$ cat config.mk
export PLATFORM = sky130hd
export DESIGN_NAME = tmr_mismatch_monitor_flat
export DESIGN_NICKNAME = d
export VERILOG_FILES = /design/src/rtl/tmr_mismatch_monitor_if.sv /design/src/rtl/tmr_mismatch_monitor.sv /design/src/flat_wrapper.sv
export SDC_FILE = /design/constraint.sdc
export NUM_CORES = 1
export LEC_CHECK = 0
export ABC_AREA = 1
export CAP_MARGIN = 10
export CORE_MARGIN = 1
export CORE_UTILIZATION = 25
export CTS_CLUSTER_SIZE = 12
export DETAILED_ROUTE_END_ITERATION = 8
export GPL_TIMING_DRIVEN = 0
export PLACE_DENSITY = 0.45
export RECOVER_POWER = 25
export SLEW_MARGIN = 40
export SYNTH_ARGS = -nofsm -noshare
export SYNTH_HDL_FRONTEND = slang
export SYNTH_SLANG_ARGS = --single-unit
$ cat constraint.sdc
create_clock -name clk_i -period 5.6 [get_ports clk_i]
set_input_delay 1.12 -clock clk_i [delete_from_list [all_inputs] [get_ports clk_i]]
set_output_delay 1.12 -clock clk_i [all_outputs]
set_load 0.01 [all_outputs]
$ cat src/rtl/tmr_mismatch_monitor_if.sv
// Mismatch-flag bundle and statistics outputs of the TMR mismatch monitor.
// The master drives flags and clear requests; the monitor is the slave.
interface tmr_mismatch_monitor_if #(
    parameter int N_INPUTS  = 8,
    parameter int CNT_WIDTH = 16,
    parameter int IDX_W     = (N_INPUTS > 1) ? $clog2(N_INPUTS) : 1
);
    logic [N_INPUTS-1:0]  mismatch_i;
    logic                 clear_req_i;
    logic                 clear_ack_o;
    logic [CNT_WIDTH-1:0] event_count_o;
    logic [N_INPUTS-1:0]  sticky_o;
    logic [IDX_W-1:0]     first_idx_o;
    logic                 first_valid_o;
    logic [N_INPUTS-1:0]  persistent_o;
    logic                 irq_o;

    modport master (
        output mismatch_i, clear_req_i,
        input  clear_ack_o, event_count_o, sticky_o, first_idx_o,
               first_valid_o, persistent_o, irq_o
    );

    modport slave (
        input  mismatch_i, clear_req_i,
        output clear_ack_o, event_count_o, sticky_o, first_idx_o,
               first_valid_o, persistent_o, irq_o
    );
endinterface

$ cat src/rtl/tmr_mismatch_monitor.sv
// SEU statistics for TMR voter mismatch flags: saturating event count, sticky
// flags, first-fault index, persistent-fault detection and req/ack clear.
module tmr_mismatch_monitor #(
    parameter int N_INPUTS       = 8,
    parameter int CNT_WIDTH      = 16,
    parameter int PERSIST_CYCLES = 16
) (
    input  logic                  clk_i,
    input  logic                  rst_n_i,
    tmr_mismatch_monitor_if.slave bus
);
    localparam int IDX_W = (N_INPUTS > 1) ? $clog2(N_INPUTS) : 1;
    localparam int SUM_W = CNT_WIDTH + 7;
    localparam logic [SUM_W-1:0] CNT_MAX = {{7{1'b0}}, {CNT_WIDTH{1'b1}}};
    localparam logic [7:0] PERSIST = 8'(PERSIST_CYCLES);

    localparam logic [0:0] S_IDLE = 1'b0;
    localparam logic [0:0] S_ACK  = 1'b1;

    logic [0:0]                 state;
    logic [N_INPUTS-1:0]        mm_q, mm_qq, rise;
    logic [CNT_WIDTH-1:0]       cnt, cnt_nxt;
    logic [N_INPUTS-1:0]        sticky, pers, pers_nxt;
    logic [IDX_W-1:0]           fidx, low_idx;
    logic                       fvalid, irq;
    logic [N_INPUTS-1:0][7:0]   run, run_nxt;
    logic [6:0]                 rise_cnt;
    logic [SUM_W-1:0]           sum;
    logic                       clear_fire;

    assign rise       = mm_q & ~mm_qq;
    assign clear_fire = (state == S_IDLE) && bus.clear_req_i;

    always_comb begin
        rise_cnt = '0;
        for (int i = 0; i < N_INPUTS; i++)
            rise_cnt = rise_cnt + 7'(rise[i]);
    end

    // Sum is wide enough that adding a full popcount can never wrap.
    always_comb begin
        sum     = SUM_W'(cnt) + SUM_W'(rise_cnt);
        cnt_nxt = (sum > CNT_MAX) ? {CNT_WIDTH{1'b1}} : sum[CNT_WIDTH-1:0];
    end

    always_comb begin
        low_idx = '0;
        for (int i = N_INPUTS - 1; i >= 0; i--)
            if (rise[i]) low_idx = IDX_W'(i);
    end

    // Per-input run counter of consecutive asserted cycles.
    for (genvar g = 0; g < N_INPUTS; g++) begin : g_lane
        always_comb begin
            if (!mm_q[g])             run_nxt[g] = '0;
            else if (run[g] == PERSIST) run_nxt[g] = PERSIST;
            else                      run_nxt[g] = run[g] + 8'd1;
            pers_nxt[g] = pers[g] | (run_nxt[g] == PERSIST);
        end
    end

    always_ff @(posedge clk_i or negedge rst_n_i) begin
        if (!rst_n_i) begin
            state  <= S_IDLE;
            mm_q   <= '0;
            mm_qq  <= '0;
            cnt    <= '0;
            sticky <= '0;
            fidx   <= '0;
            fvalid <= 1'b0;
            pers   <= '0;
            run    <= '0;
            irq    <= 1'b0;
        end else begin
            mm_q  <= bus.mismatch_i;
            mm_qq <= mm_q;

            case (state)
                S_IDLE:  if (bus.clear_req_i)  state <= S_ACK;
                default: if (!bus.clear_req_i) state <= S_IDLE;
            endcase

            // The clearing edge discards whatever rise/mm_q it sees.
            if (clear_fire) begin
                cnt    <= '0;
                sticky <= '0;
                fidx   <= '0;
                fvalid <= 1'b0;
                pers   <= '0;
                run    <= '0;
                irq    <= 1'b0;
            end else begin
                cnt    <= cnt_nxt;
                sticky <= sticky | mm_q;
                if (!fvalid && (|rise)) begin
                    fidx   <= low_idx;
                    fvalid <= 1'b1;
                end
                pers <= pers_nxt;
                run  <= run_nxt;
                irq  <= ((cnt == '0) && (cnt_nxt != '0)) || (|(pers_nxt & ~pers));
            end
        end
    end

    assign bus.clear_ack_o   = (state == S_ACK);
    assign bus.event_count_o = cnt;
    assign bus.sticky_o      = sticky;
    assign bus.first_idx_o   = fidx;
    assign bus.first_valid_o = fvalid;
    assign bus.persistent_o  = pers;
    assign bus.irq_o         = irq;
endmodule

$ cat src/flat_wrapper.sv
// flat-port wrapper written by rule: the top's interface ports become plain ports
module tmr_mismatch_monitor_flat 
#(
    parameter int N_INPUTS       = 8,
    parameter int CNT_WIDTH      = 16,
    parameter int PERSIST_CYCLES = 16
)
  (clk_i, rst_n_i, bus_mismatch_i, bus_clear_req_i, bus_clear_ack_o, bus_event_count_o, bus_sticky_o, bus_first_idx_o, bus_first_valid_o, bus_persistent_o, bus_irq_o);
  tmr_mismatch_monitor_if #(.N_INPUTS(N_INPUTS), .CNT_WIDTH(CNT_WIDTH)) bus_i ();
  input  logic clk_i;
  input  logic rst_n_i;
  input wire logic [$bits(bus_i.mismatch_i)-1:0] bus_mismatch_i;
  input wire logic [$bits(bus_i.clear_req_i)-1:0] bus_clear_req_i;
  output wire logic [$bits(bus_i.clear_ack_o)-1:0] bus_clear_ack_o;
  output wire logic [$bits(bus_i.event_count_o)-1:0] bus_event_count_o;
  output wire logic [$bits(bus_i.sticky_o)-1:0] bus_sticky_o;
  output wire logic [$bits(bus_i.first_idx_o)-1:0] bus_first_idx_o;
  output wire logic [$bits(bus_i.first_valid_o)-1:0] bus_first_valid_o;
  output wire logic [$bits(bus_i.persistent_o)-1:0] bus_persistent_o;
  output wire logic [$bits(bus_i.irq_o)-1:0] bus_irq_o;
  assign bus_i.mismatch_i = bus_mismatch_i;
  assign bus_i.clear_req_i = bus_clear_req_i;
  assign bus_clear_ack_o = bus_i.clear_ack_o;
  assign bus_event_count_o = bus_i.event_count_o;
  assign bus_sticky_o = bus_i.sticky_o;
  assign bus_first_idx_o = bus_i.first_idx_o;
  assign bus_first_valid_o = bus_i.first_valid_o;
  assign bus_persistent_o = bus_i.persistent_o;
  assign bus_irq_o = bus_i.irq_o;
  tmr_mismatch_monitor #(.N_INPUTS(N_INPUTS), .CNT_WIDTH(CNT_WIDTH), .PERSIST_CYCLES(PERSIST_CYCLES)) u_core (.clk_i(clk_i), .rst_n_i(rst_n_i), .bus(bus_i));
endmodule
==> metrics, run 1 <==
DP HPWL=12.4 mm; Seq/Total Area, Yosys=44.4%; # port buffers=48; Post-Route WL=16.9 mm; dpl ws=approximately 0.53 ns; drt first-iter violations=321; max_cap viols=2; Area Overhead vs Synth=22.2%; Mean Syn Cell Area=7.39 sq um; post-synth top area cell=dfrtp_1; routed vias/inst=4.31; Row Count=59; worst-margin pin slew=around 2.8 ns; vias in the first global route=~5500; RR Endpoint=u_core.bus.irq_o$_DFF_PN0_; initial antenna violation count=0; WP buf/inv=4; Synth Instances=900; Hold/Removal Path Class=flip-flop to flip-flop; Post-CTS Hold Fix Bufs=0; CP endpoint kind=flip-flop; final non-filler cell total=1316; most area-consuming cells after synthesis=dfrtp_1 44%, nand2_1 12%, nor2_1 8.8%; Final Hold Viols=0; CTS Buffer Depth=2; Total Routing Usage GR=13.5%; Die Area=27300 sq um; Yosys cell types=32; post-route setup slack=0.491 ns; worst hold stages=0; vias=5668; GRT Residual Overflow=0; TritonCTS clock tree=yes; fin crit share=91.2%; CTS Sinks=118; slew margin rel.=-89.0%; Clock Latency Late Sink=0.42 ns; first-pass GRT wire length=28.0 mm; failing checks=max-capacitance violations, max-slew violations; flop2flop setup slack=approximately 0.49 ns; drt first pass iters=5; leak pwr=slightly above 4 nW; RSZ-0062 raised after global routing=no; wire per inst=12.8 um; antenna-violating nets left=0; H-tree depth=4; crit-path most repeated cell=nor2_1; Starting Density=between 20 and 30%; crit path kind=flip-flop to flip-flop; Post-Syn Nets=940; CP peak stage delay=roughly 0.5 ns; TritonCTS buffer count=17; CP max-delay cell=fa_1; residual DRC count=0; arrival time worst endpoint=5.37 ns; routability cong.=0.834; Setup Skew=0.0121 ns; minimum clock period=5.11 ns; CORE AREA=26100 sq um; root buffer cell=clkbuf_16; CP required=just under 6 ns; Worst-path clk slew=0.06 ns; antenna diode instance count=0; Crit path max-delay family=adder cells; top-area cell type share of the netlist area=44.4%; hold endpoint=u_core.mm_qq[2]$_DFF_PN0_; final net count=1008; dpl cells=1284; io pins=49; Setup Viol. Count Final=0; Reg2Reg Launch Point=u_core.mm_q[1]$_DFF_PN0_; synthesized cell area=about 6700 sq um; layout cells sized above 1=6.12%; Final Max Slew Viols=121; Worst Reg-to-Reg Cells=22; worst vdd ir=0.145 mV; outcome=finished with violations; CTS resizes=0; fmax=196 MHz; startpoint types=flip-flop; largest net degree at the start of global routing=70; hold path start=u_core.mm_q[2]$_DFF_PN0_; pwr/cell area=between 200 and 300 nW/um^2; Synth Warn #=0; Yosys reg bits=118; Setup Buffers After CTS=0; sequence of cells on the critical path=clkbuf_1, inv_1, nor2_1, ha_1, inv_1, fa_1, fa_1, fa_1, fa_1, fa_1, inv_1, nand3_1, nand2_1, nand3_1, a21oi_1, nand2_1, nor2_1, nand2_1, nor2_1, nor2_1, nor2_1, nor2_1; Die Ht=165 um; Die Span X=around 170 um; Crit Path Max Fanout=8
[placed cells by master (no fill, tap or decap), types with 9 or more instances in the layout]
| cell | instances |
|---|---|
| a21oi_1 | 29 |
| clkbuf_1 | 15 |
| clkbuf_16 | 17 |
| clkdlybuf4s50_1 | 38 |
| dfrtp_1 | 118 |
| dlygate4sd3_1 | 9 |
| ha_1 | 24 |
| inv_1 | 133 |
| nand2_1 | 218 |
| nand3_1 | 94 |
| nand3b_1 | 11 |
| nand4_1 | 14 |
| nor2_1 | 156 |
| nor3_1 | 13 |
| o21bai_1 | 9 |
| xor2_1 | 9 |
[worst register-to-register path: stages (launching register included)]
cell	delay [ns]
dfrtp_1	0.34
clkbuf_1	0.30
inv_1	0.10
nor2_1	0.37
ha_1	0.32
inv_1	0.07
fa_1	0.42
fa_1	0.46
fa_1	0.42
fa_1	0.51
fa_1	0.48
inv_1	0.11
nand3_1	0.07
nand2_1	0.17
nand3_1	0.09
a21oi_1	0.23
nand2_1	0.08
nor2_1	0.10
nand2_1	0.05
nor2_1	0.09
nor2_1	0.05
nor2_1	0.08
nor2_1	0.05
[logic make-up after synthesis]
logic type / Yosys count / synth area share [%]
simple gates: 529 / 34.2
buf+inv: 161 / 9.39
flops: 118 / 44.4
compound gates: 51 / 4.42
fa+ha+maj: 29 / 6.02
xor+xnor: 12 / 1.58
[flip-flops by register name, summed over array words and instances, names as in the netlist]
signal	flops
u_core.mm_q	8
u_core.bus.first_idx_o	3
u_core.bus.persistent_o	8
u_core.run	64
u_core.bus.event_count_o	16
u_core.bus.first_valid_o	1
u_core.bus.clear_ack_o	1
u_core.mm_qq	8
u_core.bus.sticky_o	8
u_core.bus.irq_o	1
[metrics by stage]
step                      hold slack (ns)  TNS [ns]  util [%]  area (sq um)  total power [mW]
after global routing                0.378         0      31.2          8130              2.57
after CTS                           0.373         0      31.3          8160              2.48
after floorplan                     0.349         0         -          6650              1.20
after global placement              0.357   -200.91      29.0          7550              1.38
after detailed placement            0.359         0      29.1          7580              1.38
final                               0.372         0      31.2          8130              2.43
[metal layers]
layer  vias to the layer above  track usage [%]  part of all wire [%]
met5                         -                0                     0
met3                        10             2.62                   3.4
met1                      2629             18.8                    50
li1                       2947                -                     -
met2                        82             21.0                    46
met4                         0             4.13                  0.99
[where the power goes]
group	switching (mW)	total, mW	internal (mW)
registers	0.0536	0.954	0.901
clock network	0.394	1.08	0.686
logic	0.231	0.398	0.167
[final cells by class]
class	count	area [sq um]
Multi-Input combinational cell	621	3070
Timing Repair Buffer	49	479
Tap cell	335	419
Clock inverter	9	100
Buffer	19	92.6
Fill cell	2813	17900
Clock buffer	23	478
Sequential cell	118	2950
Inverter	142	533
[cells in the mapped netlist]
cell / n
nor4_1: 5
a31oi_1: 3
nand3b_1: 11
xor2_1: 9
nand2_1: 218
inv_1: 133
inv_2: 8
xnor2_1: 3
nand2_2: 4
ha_1: 24
nand3_1: 94
nor3_1: 13
a31oi_2: 1
o31ai_1: 2
nand4_1: 14
clkinv_1: 1
o21ai_0: 6
or2_1: 4
buf_2: 1
clkbuf_1: 12
dfrtp_1: 118
o21bai_1: 9
nor2_2: 5
fa_1: 5
buf_4: 5
nor2_4: 2
o21ai_1: 1
or2_4: 2
nor2_1: 156
a21oi_1: 29
nand2_4: 1
buf_1: 1
[worst max path at each step]
stage / startpoint / endpoint / slack [ns] / depth (start not counted)
2_1_floorplan: u_core.mm_q[0]$_DFF_PN0_ / u_core.bus.irq_o$_DFF_PN0_ / 1.19 / 22
3_3_place_gp: rst_n_i / u_core.bus.sticky_o[3]$_DFF_PN0_ / -1.72 / 1
3_5_place_dp: u_core.mm_q[0]$_DFF_PN0_ / u_core.bus.irq_o$_DFF_PN0_ / 0.53 / 23
4_1_cts: u_core.mm_q[1]$_DFF_PN0_ / u_core.bus.irq_o$_DFF_PN0_ / 0.51 / 23
5_1_grt: u_core.mm_q[1]$_DFF_PN0_ / u_core.bus.irq_o$_DFF_PN0_ / 0.13 / 23
6_report: u_core.mm_q[1]$_DFF_PN0_ / u_core.bus.irq_o$_DFF_PN0_ / 0.49 / 22
Power figures use the tool's default switching activity.
==> run 2: changes to the inputs <==
--- a/config.mk
+++ b/config.mk
@@ -7,6 +7,7 @@
 export LEC_CHECK = 0
 export ABC_AREA = 1
 export CAP_MARGIN = 10
+export CORE_ASPECT_RATIO = 1.75
 export CORE_MARGIN = 1
 export CORE_UTILIZATION = 25
 export CTS_CLUSTER_SIZE = 12
==> run 2 against run 1 <==
The run ends with design-rule violations, max-capacitance violations, max-slew violations left. Critical path depth increased by 2. Clock-buffer cell count fell by 1. Power shrank 0.57%. Critical endpoint unchanged.
==> metrics, run 2 (synthesis gave the netlist of run 1 again) <==
PnR Total Power=2.42 mW; dpl ws=between 0.4 and 0.5 ns; fillers=2802; hold endpoint=u_core.mm_qq[0]$_DFF_PN0_; commonest non-fill, non-tap cells in the layout=218 x nand2_1, 156 x nor2_1, 133 x inv_1; minimum clock period=5.05 ns; TritonCTS clock tree=yes; Seq pwr share=between 30% and 40%; antenna-violating nets left=0; design area=8120 sq um; Row Count=78; CP max-delay cell=fa_1; fin crit share=90.2%; Die Area=27300 sq um; vias in the first global route=~6000; worst-margin pin slew=3.89 ns; root buffer cell=clkbuf_16; Comb power frac=16.7%; met1 wire length=6.93 mm; max FFs per register=64; Setup Buffers After CTS=0; multi-input logic area=between 3000 and 4000 sq um; leak pwr=roughly 4 nW; arrival time worst endpoint=5.34 ns; RR Endpoint=u_core.bus.irq_o$_DFF_PN0_; Net Sw Power=~690 uW; Clock Power Share=44.0%; Post-Route WL=17.8 mm; largest net degree at the start of global routing=68; dpl cells=1270; startpoint types=flip-flop; CTS Buffer Depth=2; sequence of cells on the critical path=clkbuf_1, inv_1, nor2_1, ha_1, inv_1, fa_1, fa_1, fa_1, fa_1, xnor2_1, ha_1, nand2_1, nor2_1, nor2_2, nor2_2, nand2_1, nand2_1, nand3_1, nor2_1, nand2_1, nor2_1, nor2_1, nor2_1, nor2_1; Final Hold Viols=0; Max Used Layer=met4; CTS resizes=0; internal power=1.73 mW; Area after DPL=about 7600 sq um; Crit Path Max Fanout=9; CP peak stage delay=0.45 ns; final non-filler cell total=1301; io pins=49; WP buf/inv=3; crit-path most repeated cell=nor2_1; layout cells sized above 1=around 5.9%; Starting Density=25.5%; register cell area after layout=2950 sq um; most common cell after layout, fill and taps aside=nand2_1; Worst-path clk slew=roughly 0.060 ns; CTS Sinks=118; Setup Skew=between 0.006 and 0.007 ns; first-pass GRT wire length=roughly 30 mm; max_cap viols=1; Post-CTS Hold Fix Bufs=0; initial antenna violation count=0; Die Ht=around 220 um; slew margin rel.=-159%; worst vdd ir=around 0.2 mV; pwr/cell area=298 nW/um^2; crit path kind=flip-flop to flip-flop; Reg2Reg Launch Point=u_core.mm_q[0]$_DFF_PN0_; final net count=1009; switching fraction of total power=between 20% and 30%; met3 routed WL=462 um; CP endpoint kind=flip-flop; flop2flop setup slack=0.55 ns; Total Routing Usage GR=approximately 14%; GRT Residual Overflow=0; antenna diode instance count=0; residual DRC count=8; met2 wire len=10.0 mm; failing checks=design-rule violations, max-capacitance violations, max-slew violations; H-tree depth=4; wire per inst=13.7 um; CP required=5.89 ns; Final Max Slew Viols=67; CORE AREA=26100 sq um; # port buffers=48; worst hold stages=0; Crit path max-delay family=adder cells; DP HPWL=roughly 14 mm; Clock Latency Late Sink=0.43 ns; Area Overhead vs Synth=22.0%; TritonCTS buffer count=17; Hold/Removal Path Class=flip-flop to flip-flop; fmax=a little under 200 MHz; hold_ws=0.369 ns; Setup Viol. Count Final=0; Worst Reg-to-Reg Cells=24; RSZ-0062 raised after global routing=no; drt first pass iters=8; vias=5765; post-route setup slack=0.548 ns; Die Span X=125 um; routed vias/inst=4.43; hold path start=u_core.mm_q[0]$_DFF_PN0_; Reg with most FFs=u_core.run; drt first-iter violations=~240; routability cong.=0.824; outcome=finished with violations
-- run 2: cell types whose count changed in the layout (fill, tap and decap cells not counted) --
cell	delta
clkinv_4	+1
clkbuf_1	+2
dlygate4sd3_1	-9
clkbuf_2	-1
clkdlybuf4s50_1	+9
clkbuf_8	-2
buf_16	+1
clkinv_2	-1
-- run 2: how the worst max path moves through the flow --
| stage | depth (start not counted) | end | start | slack (ns) |
|---|---|---|---|---|
| detailed placement | 24 | u_core.bus.irq_o$_DFF_PN0_ | u_core.mm_q[0]$_DFF_PN0_ | 0.50 |
| floorplan | 22 | u_core.bus.irq_o$_DFF_PN0_ | u_core.mm_q[0]$_DFF_PN0_ | 1.19 |
| CTS | 24 | u_core.bus.irq_o$_DFF_PN0_ | u_core.mm_q[0]$_DFF_PN0_ | 0.48 |
| finish | 24 | u_core.bus.irq_o$_DFF_PN0_ | u_core.mm_q[0]$_DFF_PN0_ | 0.55 |
| global route | 22 | u_core.bus.irq_o$_DFF_PN0_ | u_core.mm_q[0]$_DFF_PN0_ | 0.18 |
| global placement | 1 | u_core.run[11]$_DFF_PN0_ | rst_n_i | -1.76 |
-- run 2: power by group through the flow --
| stage | registers, mW | logic, mW | clock network (mW) |
|---|---|---|---|
| 2_1_floorplan | 0.965 | 0.236 | 0 |
| 4_1_cts | 0.952 | 0.415 | 1.10 |
| 3_3_place_gp | 0.968 | 0.406 | 0 |
| 3_5_place_dp | 0.967 | 0.413 | 0 |
| 6_report | 0.951 | 0.404 | 1.06 |
| 5_1_grt | 0.958 | 0.458 | 1.14 |
-- run 2: worst register-to-register path: cells and delay by family (launching register included) --
family | cells | cell delay, ns
buf+inv | 3 | 0.54
flops | 1 | 0.33
simple gates | 14 | 1.52
xor+xnor | 1 | 0.14
fa+ha+maj | 6 | 2.39
-- run 2: layout make-up --
cell class,instances,share of cell area [%]
plain buffers,19,1.14
clock buffers,22,5.60
clock inverters,9,1.28
inverters,142,6.57
multi-input cells,621,37.9
flip-flops and latches,118,36.4
well taps,320,4.93
repair buffers,50,6.23
-- run 2: stage by stage --
stage | TNS, ns | util [%]
final | 0 | 31.1
after global routing | 0 | 31.1
after CTS | 0 | 31.3
after detailed placement | 0 | 29.1
after global placement | -204.74 | 28.9
after floorplan | 0 | -
-- run 2: layer usage --
| metal | global-route usage [%] | vias to the layer above |
|---|---|---|
| met5 | 0 | - |
| met4 | 6.42 | 0 |
| met3 | 3.07 | 26 |
| met2 | 28.5 | 74 |
| met1 | 13.8 | 2716 |
| li1 | - | 2949 |
==> run 3: changes to the inputs <==
--- a/config.mk
+++ b/config.mk
@@ -6,7 +6,7 @@
 export NUM_CORES = 1
 export LEC_CHECK = 0
 export ABC_AREA = 1
-export CAP_MARGIN = 10
+export CAP_MARGIN = 20
 export CORE_ASPECT_RATIO = 1.75
 export CORE_MARGIN = 1
 export CORE_UTILIZATION = 25
==> results of run 3 <==
No change in the layout: final DEF, timing and power equal those of run 2.
